**src/rtl/key_pkg.sv**
```systemverilog
// Shared constants and event layout for the key event scheduler.
// An event word is {pressed, key_idx}, with pressed in the MSB.
package key_pkg;
    localparam int KEYS_DEFAULT    = 61;
    localparam int IDX_W_DEFAULT   = 6;
    localparam int EVT_PRESSED_BIT = IDX_W_DEFAULT;
    localparam int EVT_W_DEFAULT   = IDX_W_DEFAULT + 1;

    typedef struct packed {
        logic                     pressed;
        logic [IDX_W_DEFAULT-1:0] idx;
    } key_evt_t;
endpackage

```
**src/rtl/key_event_fifo.sv**
```systemverilog
// Synchronous first-word-fall-through FIFO holding key events.
// A push into a full FIFO is ignored, even when a pop happens in the same cycle.
module key_event_fifo #(
    parameter int WIDTH = 7,
    parameter int DEPTH = 16
) (
    input  logic                     clk_i,
    input  logic                     rst_i,
    input  logic                     clr_i,
    input  logic                     push_i,
    input  logic [WIDTH-1:0]         data_i,
    input  logic                     pop_i,
    output logic [WIDTH-1:0]         data_o,
    output logic                     full_o,
    output logic                     empty_o,
    output logic [$clog2(DEPTH):0]   level_o
);
    localparam int AW = $clog2(DEPTH);

    logic [WIDTH-1:0] mem_q [DEPTH];
    logic [AW-1:0]    wr_ptr_q, wr_ptr_d;
    logic [AW-1:0]    rd_ptr_q, rd_ptr_d;
    logic [AW:0]      level_q, level_d;
    logic             do_push, do_pop;

    assign full_o  = (level_q == (AW+1)'(DEPTH));
    assign empty_o = (level_q == '0);
    assign do_push = push_i && !full_o;
    assign do_pop  = pop_i && !empty_o;

    always_comb begin
        wr_ptr_d = wr_ptr_q;
        rd_ptr_d = rd_ptr_q;
        level_d  = level_q;
        if (do_push) wr_ptr_d = wr_ptr_q + 1'b1;
        if (do_pop)  rd_ptr_d = rd_ptr_q + 1'b1;
        if (do_push && !do_pop)      level_d = level_q + 1'b1;
        else if (do_pop && !do_push) level_d = level_q - 1'b1;
    end

    always_ff @(posedge clk_i) begin
        if (rst_i || clr_i) begin
            wr_ptr_q <= '0;
            rd_ptr_q <= '0;
            level_q  <= '0;
        end else begin
            wr_ptr_q <= wr_ptr_d;
            rd_ptr_q <= rd_ptr_d;
            level_q  <= level_d;
        end
    end

    // Storage needs no reset: the head is masked to zero whenever the FIFO is empty.
    always_ff @(posedge clk_i) begin
        if (do_push && !rst_i && !clr_i) mem_q[wr_ptr_q] <= data_i;
    end

    assign data_o  = empty_o ? '0 : mem_q[rd_ptr_q];
    assign level_o = level_q;
endmodule

```
**src/rtl/key_event_scheduler.sv**
```systemverilog
// Round-robin scanner turning debounced key level changes into queued
// {pressed, key_idx} events; stalls on a full FIFO rather than dropping changes.
module key_event_scheduler
    import key_pkg::*;
#(
    parameter int   KEYS        = KEYS_DEFAULT,
    parameter int   IDX_W       = IDX_W_DEFAULT,
    parameter int   FIFO_DEPTH  = 16,
    parameter logic PRESSED_LVL = 1'b1
) (
    input  logic                          clk_i,
    input  logic                          rst_i,
    input  logic [KEYS-1:0]               keys_i,
    input  logic                          enable_i,
    input  logic                          flush_i,
    output logic                          evt_valid_o,
    input  logic                          evt_ready_i,
    output logic [IDX_W:0]                evt_data_o,
    output logic [$clog2(FIFO_DEPTH):0]   fifo_level_o,
    output logic [IDX_W-1:0]              scan_idx_o
);
    logic [IDX_W-1:0] scan_idx_q, scan_idx_d;
    logic [KEYS-1:0]  rep_q, rep_d;
    logic             cur, changed;
    logic             fifo_full, fifo_empty;
    logic             push, pop;
    logic [IDX_W:0]   evt_d;

    assign cur     = (keys_i[scan_idx_q] == PRESSED_LVL);
    assign changed = (cur != rep_q[scan_idx_q]);
    assign push    = enable_i && changed && !fifo_full && !flush_i;
    assign pop     = !fifo_empty && evt_ready_i && !flush_i;
    assign evt_d   = {cur, scan_idx_q};

    always_comb begin
        scan_idx_d = scan_idx_q;
        rep_d      = rep_q;
        // A pending change on a full FIFO parks the pointer until there is room.
        if (enable_i && (!changed || !fifo_full)) begin
            if (scan_idx_q == IDX_W'(KEYS-1)) scan_idx_d = '0;
            else                              scan_idx_d = scan_idx_q + 1'b1;
        end
        if (push) rep_d[scan_idx_q] = cur;
    end

    always_ff @(posedge clk_i) begin
        if (rst_i || flush_i) begin
            scan_idx_q <= '0;
            rep_q      <= '0;
        end else begin
            scan_idx_q <= scan_idx_d;
            rep_q      <= rep_d;
        end
    end

    key_event_fifo #(
        .WIDTH (IDX_W + 1),
        .DEPTH (FIFO_DEPTH)
    ) u_fifo (
        .clk_i   (clk_i),
        .rst_i   (rst_i),
        .clr_i   (flush_i),
        .push_i  (push),
        .data_i  (evt_d),
        .pop_i   (pop),
        .data_o  (evt_data_o),
        .full_o  (fifo_full),
        .empty_o (fifo_empty),
        .level_o (fifo_level_o)
    );

    assign evt_valid_o = !fifo_empty;
    assign scan_idx_o  = scan_idx_q;
endmodule

```
**config.mk**
```make
export PLATFORM = sky130hd
export DESIGN_NAME = key_event_scheduler
export DESIGN_NICKNAME = d
export VERILOG_FILES = /design/src/rtl/key_pkg.sv /design/src/rtl/key_event_fifo.sv /design/src/rtl/key_event_scheduler.sv
export SDC_FILE = /design/constraint.sdc
export NUM_CORES = 1
export LEC_CHECK = 0
export BUFFER_PORTS_ARGS = -buffer_cell sky130_fd_sc_hd__buf_2
export CAP_MARGIN = 20
export CORE_UTILIZATION = 50
export CTS_BUF_LIST = sky130_fd_sc_hd__clkbuf_8
export DETAILED_ROUTE_END_ITERATION = 12
export HOLD_SLACK_MARGIN = 0.08
export PLACE_DENSITY = 0.72
export SYNTH_ARGS = -nofsm -noshare
export SYNTH_HDL_FRONTEND = slang
export SYNTH_SLANG_ARGS = --single-unit
```
**constraint.sdc**
```tcl
create_clock -name clk_i -period 8.75 [get_ports clk_i]
set_input_delay 1.75 -clock clk_i [delete_from_list [all_inputs] [get_ports clk_i]]
set_output_delay 1.75 -clock clk_i [all_outputs]
set_load 0.1 [all_outputs]
```
==> results of run 1 <==
## per-stage QoR
stage                     area [µm²]  instances  total power, mW
after floorplan                 9640        827             1.16
after global placement         10300       1117             1.21
after detailed placement       10300       1118             1.21
after CTS                      10700       1150             1.84
after global routing           10700       1151             1.89
final                          10700       1151             1.83
## cell usage after synthesis (all sizes together) (13+ instances only)
| master | instances |
|---|---|
| o22ai | 13 |
| mux2i | 94 |
| nor2 | 28 |
| and3 | 16 |
| nand2 | 132 |
| edfxtp | 112 |
| dfxtp | 84 |
| mux4 | 38 |
| and2 | 14 |
| nor4 | 63 |
| buf | 24 |
| clkbuf | 48 |
| nand3 | 16 |
## metal layers
metal | part of all wire, % | track usage (%)
met3 | 6.1 | 4.59
met4 | 2.5 | 9.84
met5 | 0 | 0
met1 | 43 | 32.3
met2 | 48 | 39.9
## how the worst max path moves through the flow
stage | from | end | slack, ns | depth (start not counted)
2_1_floorplan | keys_i[35] | u_fifo.level_o[4] | 3.63 | 17
3_3_place_gp | keys_i[35] | u_fifo.level_o[4] | 3.55 | 16
3_5_place_dp | keys_i[51] | u_fifo.mem_q[11][4] | 3.50 | 9
4_1_cts | scan_idx_o[2] | u_fifo.mem_q[11][5] | 3.76 | 8
5_1_grt | scan_idx_o[2] | u_fifo.level_o[4] | 3.43 | 15
6_report | scan_idx_o[2] | u_fifo.level_o[4] | 3.74 | 15
## flip-flops by register name (all words and copies together), names as in the netlist, named ones only
name,flops
rep_q,61
scan_idx_o,6
u_fifo.level_o,5
u_fifo.mem_q,112
u_fifo.rd_ptr_q,4
u_fifo.wr_ptr_q,4
## final cells by class
type | count | area [µm²]
multi-input combinational | 547 | 4280
clock inverter | 15 | 214
tap | 260 | 325
fill | 1540 | 8110
inverter | 12 | 45.0
clock buffer | 17 | 234
sequential | 196 | 5050
timing repair buffer | 104 | 581
## worst reg2reg max path: stages (launching register included)
cell and delay [ns]:
dfxtp_2 0.84, clkinv_1 0.74, a32o_1 0.43, o31ai_1 0.32
o311ai_1 0.25, nor4b_4 0.51, xnor2_4 0.12, nor3_1 0.16
ha_1 0.20, inv_1 0.10, fa_1 0.41, a21o_1 0.17
a21oi_1 0.16, xnor2_1 0.08, or3_1 0.30, a21oi_1 0.15
## power breakdown
group	internal, mW	switching (mW)
registers	0.972	0.00676
clock network	0.253	0.384
logic	0.0561	0.154
total	1.28	0.545
## cells by family (layout without fill, tap and decap cells)
kind of cell	Yosys count	in the layout	share of synthesized area [%]
AND/OR/NAND/NOR	309	309	16.2
XOR/XNOR	9	9	0.895
adder cells (fa/ha/maj)	12	12	1.64
buffers and inverters	84	148	3.57
multiplexers	136	136	19.1
AO/OA/AOI/OAI	81	81	6.23
flip-flops	196	196	52.3
==> results by group, run 1 <==
Hold path
  • Hold path startpoint: rep_q[44]
  • Terminating pin of the worst hold path: rep_q[44]
  • Class of the most critical hold timing path: register to register
  • Worst Hold Depth: 2

Worst setup path
  • Arrival time at the worst endpoint: between 5 and 6 ns
  • Capture instance of the worst register-to-register path: u_fifo.level_o[4]
  • Setup slack of the worst register-to-register path: approximately 3.7 ns
  • Critical register-to-register path startpoint: scan_idx_o[2]
  • Required time worst endpoint: between 9 and 10 ns
  • Crit end category: register
  • Depth of the worst register-to-register path: 15
  • Cell with the biggest individual delay on the critical path: dfxtp_2
  • Worst path max stage delay: about 0.84 ns
  • Critical path's most frequent cell: a21oi_1
  • WS Path Type: register to register
  • CP delay by family, top: compound AO/OA/AOI/OAI gates
  • Critical path cell sequence: clkinv_1 > a32o_1 > o31ai_1 > o311ai_1 > nor4b_4 > xnor2_4 > nor3_1 > ha_1 > inv_1 > fa_1 > a21o_1 > a21oi_1 > xnor2_1 > or3_1 > a21oi_1
  • WP buf/inv: 2
  • Maximum net fanout on the critical path: 31
  • Critical path launch point type: register

Final layout
  • Fraction of final layout cells sized beyond drive strength 1: between 20% and 30%
  • Fin util: a little under three fifths
  • N_diodes: 0
  • Final #Nets: 956
  • Synthesis-to-layout area growth: 11.2%
  • Most frequent standard cell in the layout excluding fill and tap cells: nand2_1
  • Most used cells in the layout excluding fill and tap cells: nand2_1, edfxtp_1, mux2i_1, buf_2, dfxtp_1

Yosys
  • FFs w/ async S/R, synth: 0%
  • Area fraction of the dominant cell type after synthesis: a little over a third
  • Flop and latch count out of synthesis: 196
  • Number of instances in the synthesized netlist: between 800 and 900
  • Predominant post-synthesis flop cell: edfxtp_1
  • Count of different cell masters after synthesis: between 50 and 60
  • Sequential area share after synthesis: 52.3%
  • Area leader, netlist: edfxtp_1
  • Net count of the mapped netlist: 905
  • Number of synthesized flops with an enable pin: roughly 110
  • Cell Area, Synth: a little under 0.01 mm²
  • Synth area leaders: edfxtp_1, dfxtp_1, mux2i_1
  • Total number of yosys warnings: 0
  • Syn Area/Cell: 11.7 µm²

Route
  • Via count of the routed design: just under 7000
  • DRC: 0
  • Number of DRC markers after the initial detailed-route iteration: 631
  • Pre-Repair DR Iteration Count: 5
  • Post-DR wirelength/cell: 20.1 µm
  • Count of antenna-violating nets left after detailed routing: 0
  • Total detailed-routing wirelength: between 20000 and 25000 µm
  • Via-per-instance ratio: between 6 and 7

STA
  • Slew Limit Fails: 0
  • Fin. Hold Viols: 0
  • Min Hold Slack: 0.462 ns
  • Final setup vio count: 0
  • Worst Tran Pin Value: between 1 and 1.5 ns
  • Unrepaired setup endpoints after global routing: no
  • Headroom to the max-slew limit: around a third
  • Post-Route Setup TNS: 0 ns
  • Clk_skew: 0.0204 ns
  • Final worst-path cycle share: between 50% and 60%
  • Minimum period implied by the final worst setup slack: ~5 ns
  • Max frequency: roughly 200 MHz
  • Worst setup margin: around 3.7 ns

Placed design
  • Quantity of I/O buffers inserted on ports: 84
  • Sum of net half-perimeters after detailed placement: about 15000 µm
  • Worst slack, placed: 3.50 ns
  • Gp weighted congestion: around 0.8

Global routing
  • Via count of the first global-routing pass: just under 7000
  • First-pass GRT wire length: approximately 37000 µm
  • Pin count of the biggest net entering global routing: between 70 and 80
  • Total GRT Usage: between 20% and 30%
  • Total congestion overflow: 0
  • Number of antenna violations at the first check in global routing: 0

CTS
  • Clock buffers created by TritonCTS: 17
  • Cell at the root of the clock tree: clkbuf_8
  • Maximum clock path buffer count: 2
  • Number of clock sinks seen by CTS: about 200
  • Clock latency reported for the late side of the worst-skew pair: 0.49 ns
  • Buffers inserted by post-CTS timing repair: 0
  • Resized Gates After CTS: 0
  • Clk slew on worst S/H paths: 0.11 ns
  • Maximum level of the CTS H-tree: 4
  • CTS tree: done
  • Hold buffer count at CTS: 0

Run status
  • Status: complete, no violations

Floorplanning
  • Site row count: 50
  • Number of primary I/O pins: 85
  • Horizontal extent of the die: around 140 µm
  • Starting Density: around 50%
  • CORE AREA: 0.0188 mm²
  • Full die area: approximately 0.020 mm²
  • Vertical die dimension: about 140 µm

Power and ir drop
  • Maximum vdd drop: 0.114 mV
  • Power per cell area: 170 mW/mm²
  • Leak: between 3 and 4 nW

Job
  • Number of max-cap violations: 0
(Power assumes the default switching activity.)
==> run 2, diff against run 1 <==
- PLACE_DENSITY: 0.72 -> 0.74
- clock period: 8.75 -> 4.2 ns (I/O delays scaled with it)
==> run 2 against run 1 <==
Effect of this change:
- wire length up 0.83%
- clock power up 82%
- first-iteration DRC count down 7.0%
- via count up 1.4%
- power up 100%
- largest cell class unchanged
- combinational power up 120%
- cell count up 3.2%
- critical path depth up 2
- global-route usage down 0.16 points
==> results by group, run 2 (synthesis gave the netlist of run 1 again) <==
Run status
  • Status: complete, no violations

Global routing
  • Total GRT Usage: 24.3%
  • First-pass GRT wire length: 36900 µm
  • Number of antenna violations at the first check in global routing: 0
  • Via count of the first global-routing pass: just under 7000
  • Total congestion overflow: 0
  • Pin count of the biggest net entering global routing: 77

Route
  • M1 wire length: ~10000 µm
  • Top layer reached by signal wires: met4
  • Routed wl met3: about 1100 µm
  • Via-per-instance ratio: 5.91
  • DRC: 0
  • Pre-Repair DR Iteration Count: 5
  • Detail Route met2 WL: 11600 µm
  • Count of antenna-violating nets left after detailed routing: 0
  • Via count of the routed design: between 7000 and 8000
  • Post-DR wirelength/cell: between 15 and 20 µm
  • Total detailed-routing wirelength: 23300 µm
  • Number of DRC markers after the initial detailed-route iteration: 587

STA
  • Slew Limit Fails: 0
  • Minimum period implied by the final worst setup slack: 3.92 ns
  • Clk_skew: between 0.02 and 0.025 ns
  • Headroom to the max-slew limit: a little over a third
  • Final setup vio count: 0
  • Min Hold Slack: 0.461 ns
  • Final worst-path cycle share: 93.2%
  • Unrepaired setup endpoints after global routing: no
  • Worst setup margin: about 0.28 ns
  • Fin. Hold Viols: 0
  • Max frequency: 255 MHz
  • Post-Route Setup TNS: 0 ns
  • Worst Tran Pin Value: between 0.9 and 1 ns

Final layout
  • Fin util: 58.7%
  • Final Instance Count excl. Fillers: ~1200
  • Final #Nets: between 900 and 1000
  • Most frequent standard cell in the layout excluding fill and tap cells: nand2_1
  • Fraction of final layout cells sized beyond drive strength 1: roughly a quarter
  • Synthesis-to-layout area growth: 14.6%
  • Number of inserted filler cells in the final layout: between 1500 and 2000
  • N_diodes: 0
  • Finished Cell Area: 0.0110 mm²
  • Register bank with the most flops: u_fifo.mem_q
  • Flip-flop count of the largest register after layout: around 110
  • Most used cells in the layout excluding fill and tap cells: nand2_1, edfxtp_1, mux2i_1, buf_2, dfxtp_1

Floorplanning
  • Full die area: 0.0198 mm²
  • Vertical die dimension: 141 µm
  • Horizontal extent of the die: about 140 µm
  • Site row count: 50
  • CORE AREA: between 0.015 and 0.02 mm²
  • Number of primary I/O pins: 85
  • Starting Density: roughly half

Worst setup path
  • Arrival time at the worst endpoint: around 4.3 ns
  • Depth of the worst register-to-register path: 17
  • Crit end category: register
  • Worst path max stage delay: approximately 0.52 ns
  • Maximum net fanout on the critical path: 21
  • Setup slack of the worst register-to-register path: roughly 0.28 ns
  • WS Path Type: register to register
  • Cell with the biggest individual delay on the critical path: dfxtp_4
  • Critical path launch point type: register
  • Required time worst endpoint: 4.60 ns
  • Critical path cell sequence: clkinvlp_4 > a32o_1 > o31ai_1 > o311ai_1 > buf_4 > nor4b_4 > buf_4 > xnor2_4 > nor3_2 > ha_2 > inv_1 > fa_1 > a21o_1 > a21oi_1 > xnor2_1 > or3_1 > a21oi_1

CTS
  • Buffers inserted by post-CTS timing repair: 0
  • Number of clock sinks seen by CTS: 196
  • CTS tree: done
  • Maximum clock path buffer count: 2
  • Clock latency reported for the late side of the worst-skew pair: 0.47 ns
  • Resized Gates After CTS: 0
  • Hold buffer count at CTS: 0
  • Clk slew on worst S/H paths: around 0.10 ns
  • Cell at the root of the clock tree: clkbuf_8
  • Clock buffers created by TritonCTS: 17
  • Maximum level of the CTS H-tree: 4

Placed design
  • Worst slack, placed: ~0.036 ns
  • Gp weighted congestion: 0.852
  • Dpl cell area: 0.0107 mm²
  • Quantity of I/O buffers inserted on ports: 84
  • Sum of net half-perimeters after detailed placement: between 15000 and 20000 µm
  • Placed Cells incl. Taps: between 1000 and 1500

Hold path
  • Worst Hold Depth: 2
  • Class of the most critical hold timing path: register to register

Power and ir drop
  • Leak: ~3.7 nW
  • Power per cell area: roughly 330 mW/mm²
  • Maximum vdd drop: approximately 0.21 mV
  • Total Power Consumption: around 3.7 mW

Job
  • Number of max-cap violations: 0
## run 2: cell type report
class	instances	area, µm²	area share [%]
Timing Repair Buffer	141	946	8.56
Tap cell	260	325	2.94
Clock buffer	17	234	2.12
Inverter	12	48.8	0.442
Multi-Input combinational cell	547	4300	38.9
Sequential cell	196	5060	45.8
Clock inverter	15	138	1.25
## run 2: layer usage
layer / track usage (%) / up-vias
met1: 31.9 / 3432
met3: 3.60 / 33
met2: 41.0 / 255
met4: 8.81 / 0
met5: 0 / -
li1: - / 3305
## run 2: worst max-delay path, delay by kind of cell, from the launching register on
family                   cells  cell delay, ns
buffers and inverters        4            0.70
XOR/XNOR                     2            0.19
adder cells (fa/ha/maj)      2            0.58
AND/OR/NAND/NOR              3            0.61
flip-flops                   1            0.52
AO/OA/AOI/OAI                6            1.23
## run 2: report_power, final
group | switching (mW) | internal [mW] | total (mW)
clock network | 0.730 | 0.435 | 1.16
registers | 0.0115 | 2.02 | 2.04
logic | 0.329 | 0.135 | 0.464
total | 1.07 | 2.59 | 3.66
## run 2: worst paths after layout
kind | startpoint | endpoint
worst max-delay path | scan_idx_o[2] | u_fifo.level_o[4]
worst min-delay path | rep_q[15] | rep_q[15]
worst max register to register | scan_idx_o[2] | u_fifo.level_o[4]
worst min register to register | rep_q[15] | rep_q[15]
==> run 3, diff against run 2 <==
- CORE_ASPECT_RATIO: unset -> 0.5
==> run 3 against run 2 <==
Effect of this change:
- largest cell class unchanged
- clock power is 11% higher
- core utilization fell by 0.31 points
- power grew 3.1%
- flip-flop and latch count stayed put
- fmax barely moved
- clock skew up 0.0021 ns
- sequential share of layout area increased by 0.67 points
- setup slack improved by 0.00086 ns
- critical path type unchanged
==> results by group, run 3 (synthesis gave the netlist of run 1 again) <==
Run status
  • Status: complete, no violations

CTS
  • Clock latency reported for the late side of the worst-skew pair: 0.48 ns
  • Hold buffer count at CTS: 0
  • Clk slew on worst S/H paths: ~0.11 ns
  • Cell at the root of the clock tree: clkbuf_8
  • Buffers inserted by post-CTS timing repair: 0
  • Clock buffers created by TritonCTS: 17
  • Maximum level of the CTS H-tree: 4
  • CTS tree: done
  • Maximum clock path buffer count: 2
  • Number of clock sinks seen by CTS: about 200

Floorplanning
  • Starting Density: between 50% and 60%
  • CORE AREA: around 0.019 mm²
  • Vertical die dimension: around 100 µm
  • Site row count: 35
  • Horizontal extent of the die: ~200 µm
  • Full die area: 0.0199 mm²
  • Number of primary I/O pins: 85

Power and ir drop
  • Maximum vdd drop: about 0.18 mV
  • Leak: 3.61 nW
  • Power per cell area: approximately 350 mW/mm²

Worst setup path
  • Critical path launch point type: register
  • Worst path max stage delay: between 0.5 and 0.6 ns
  • Required time worst endpoint: 4.60 ns
  • Critical path's most frequent cell: a21oi_1
  • Cell with the biggest individual delay on the critical path: dfxtp_4
  • Depth of the worst register-to-register path: 16
  • Critical path cell sequence: mux2_2 > a221o_1 > a22oi_1 > o2bb2ai_1 > nor4b_4 > buf_4 > xnor2_4 > nor3_2 > ha_2 > inv_1 > fa_1 > a21o_1 > a21oi_1 > xnor2_1 > or3_1 > a21oi_1
  • Maximum net fanout on the critical path: 22
  • Crit end category: register
  • WS Path Type: register to register
  • Arrival time at the worst endpoint: approximately 4.3 ns

Route
  • Pre-Repair DR Iteration Count: 5
  • Total detailed-routing wirelength: 23200 µm
  • Via count of the routed design: approximately 7000
  • Count of antenna-violating nets left after detailed routing: 0
  • DRC: 0
  • Via-per-instance ratio: between 6 and 7
  • Number of DRC markers after the initial detailed-route iteration: approximately 700
  • Post-DR wirelength/cell: roughly 20 µm

STA
  • Max frequency: approximately 260 MHz
  • Clk_skew: about 0.023 ns
  • Min Hold Slack: 0.462 ns
  • Slew Limit Fails: 0
  • Headroom to the max-slew limit: 26.9%
  • Minimum period implied by the final worst setup slack: around 4 ns
  • Post-Route Setup TNS: 0 ns
  • Final setup vio count: 0
  • Worst Tran Pin Value: 1.10 ns
  • Final worst-path cycle share: slightly above 90%
  • Fin. Hold Viols: 0
  • Unrepaired setup endpoints after global routing: no

Global routing
  • Pin count of the biggest net entering global routing: 75
  • Met2 layer usage reported by global route: 39.9%
  • Number of antenna violations at the first check in global routing: 0
  • Total congestion overflow: 0
  • Via count of the first global-routing pass: between 6000 and 7000
  • Layer with the highest usage: met2
  • Met3 layer usage reported by global route: under 10%
  • Total GRT Usage: between 20% and 30%
  • GR Layer Usage met1: 34.5%
  • First-pass GRT wire length: approximately 38000 µm

Placed design
  • Sum of net half-perimeters after detailed placement: between 15000 and 20000 µm
  • Quantity of I/O buffers inserted on ports: 84
  • Gp weighted congestion: 0.876

Job
  • Number of max-cap violations: 0

Final layout
  • N_diodes: 0
  • Flip-flop count of the largest register after layout: around 110
  • Most frequent standard cell in the layout excluding fill and tap cells: nand2_1
  • Register bank with the most flops: u_fifo.mem_q
  • Fraction of final layout cells sized beyond drive strength 1: between 20% and 30%
  • Most used cells in the layout excluding fill and tap cells: nand2_1, edfxtp_1, mux2i_1, buf_2, dfxtp_1
  • Synthesis-to-layout area growth: 12.9%
  • Final #Nets: 974

Hold path
  • Class of the most critical hold timing path: register to register
  • Worst Hold Depth: 2
[run 3: changes by cell type in the layout (fill, tap and decap cells not counted), sizes merged]
cell,change
bufinv,+2
clkinv,+2
buf,-19
inv,-3
clkinvlp,-1
[run 3: metrics by stage]
stage | instances | power, mW | utilization, % | instance area, µm² | worst slack [ns]
after floorplan | 827 | 2.41 | - | 9700 | 0.00682
after global placement | 1135 | 2.52 | 56.0 | 10400 | 0.117
after detailed placement | 1136 | 2.53 | 56.0 | 10500 | 0.0670
after CTS | 1168 | 3.79 | 58.3 | 10900 | 0.159
after global routing | 1168 | 3.92 | 58.4 | 10900 | 0.0357
final | 1168 | 3.78 | 58.4 | 10900 | 0.284
[run 3: path summary, 6_finish.rpt]
| path | startpoint | to | slack [ns] |
|---|---|---|---|
| setup / recovery | scan_idx_o[2] | u_fifo.level_o[4] | 0.28 |
| hold / removal | rep_q[53] | rep_q[53] | 0.46 |
| hold reg to reg | rep_q[53] | rep_q[53] | 0.46 |
| setup reg to reg | scan_idx_o[2] | u_fifo.level_o[4] | 0.28 |
[run 3: critical path: cells and delay by family (launching register included)]
family                     cells  cell delay [ns]
DFF                            1             0.57
AOI/OAI and AO/OA              6             1.13
buffers and inverters          2             0.28
and+or+nand+nor                3             0.69
adders and majority gates      2             0.60
muxes                          1             0.39
xor gates and xnor gates       2             0.17
[run 3: repair_timing]
item,CTS,global route
resized for setup,0,5
hold endpoints to repair,0,0
endpoints found under the setup margin,0,1
[run 3: metal layers]
| layer | part of all wire (%) | vias to the layer above |
|---|---|---|
| li1 | - | 3261 |
| met1 | 45 | 3468 |
| met2 | 48 | 248 |
| met3 | 5.2 | 32 |
| met4 | 1.7 | 0 |
| met5 | 0 | - |
[run 3: final cells by class]
class	instances	area, µm²
tap	259	324
sequential	196	5060
timing repair buffer	122	731
inverter	12	48.8
multi-input combinational	547	4300
clock inverter	15	189
clock buffer	17	234
fill	1555	7770
[run 3: power breakdown]
part / internal (mW) / leakage, nW / switching (mW) / total (mW)
registers: 2.02 / 1.72 / 0.0151 / 2.04
logic: 0.128 / 1.68 / 0.321 / 0.449
clock network: 0.555 / 0.211 / 0.737 / 1.29
total: 2.71 / 3.61 / 1.07 / 3.78
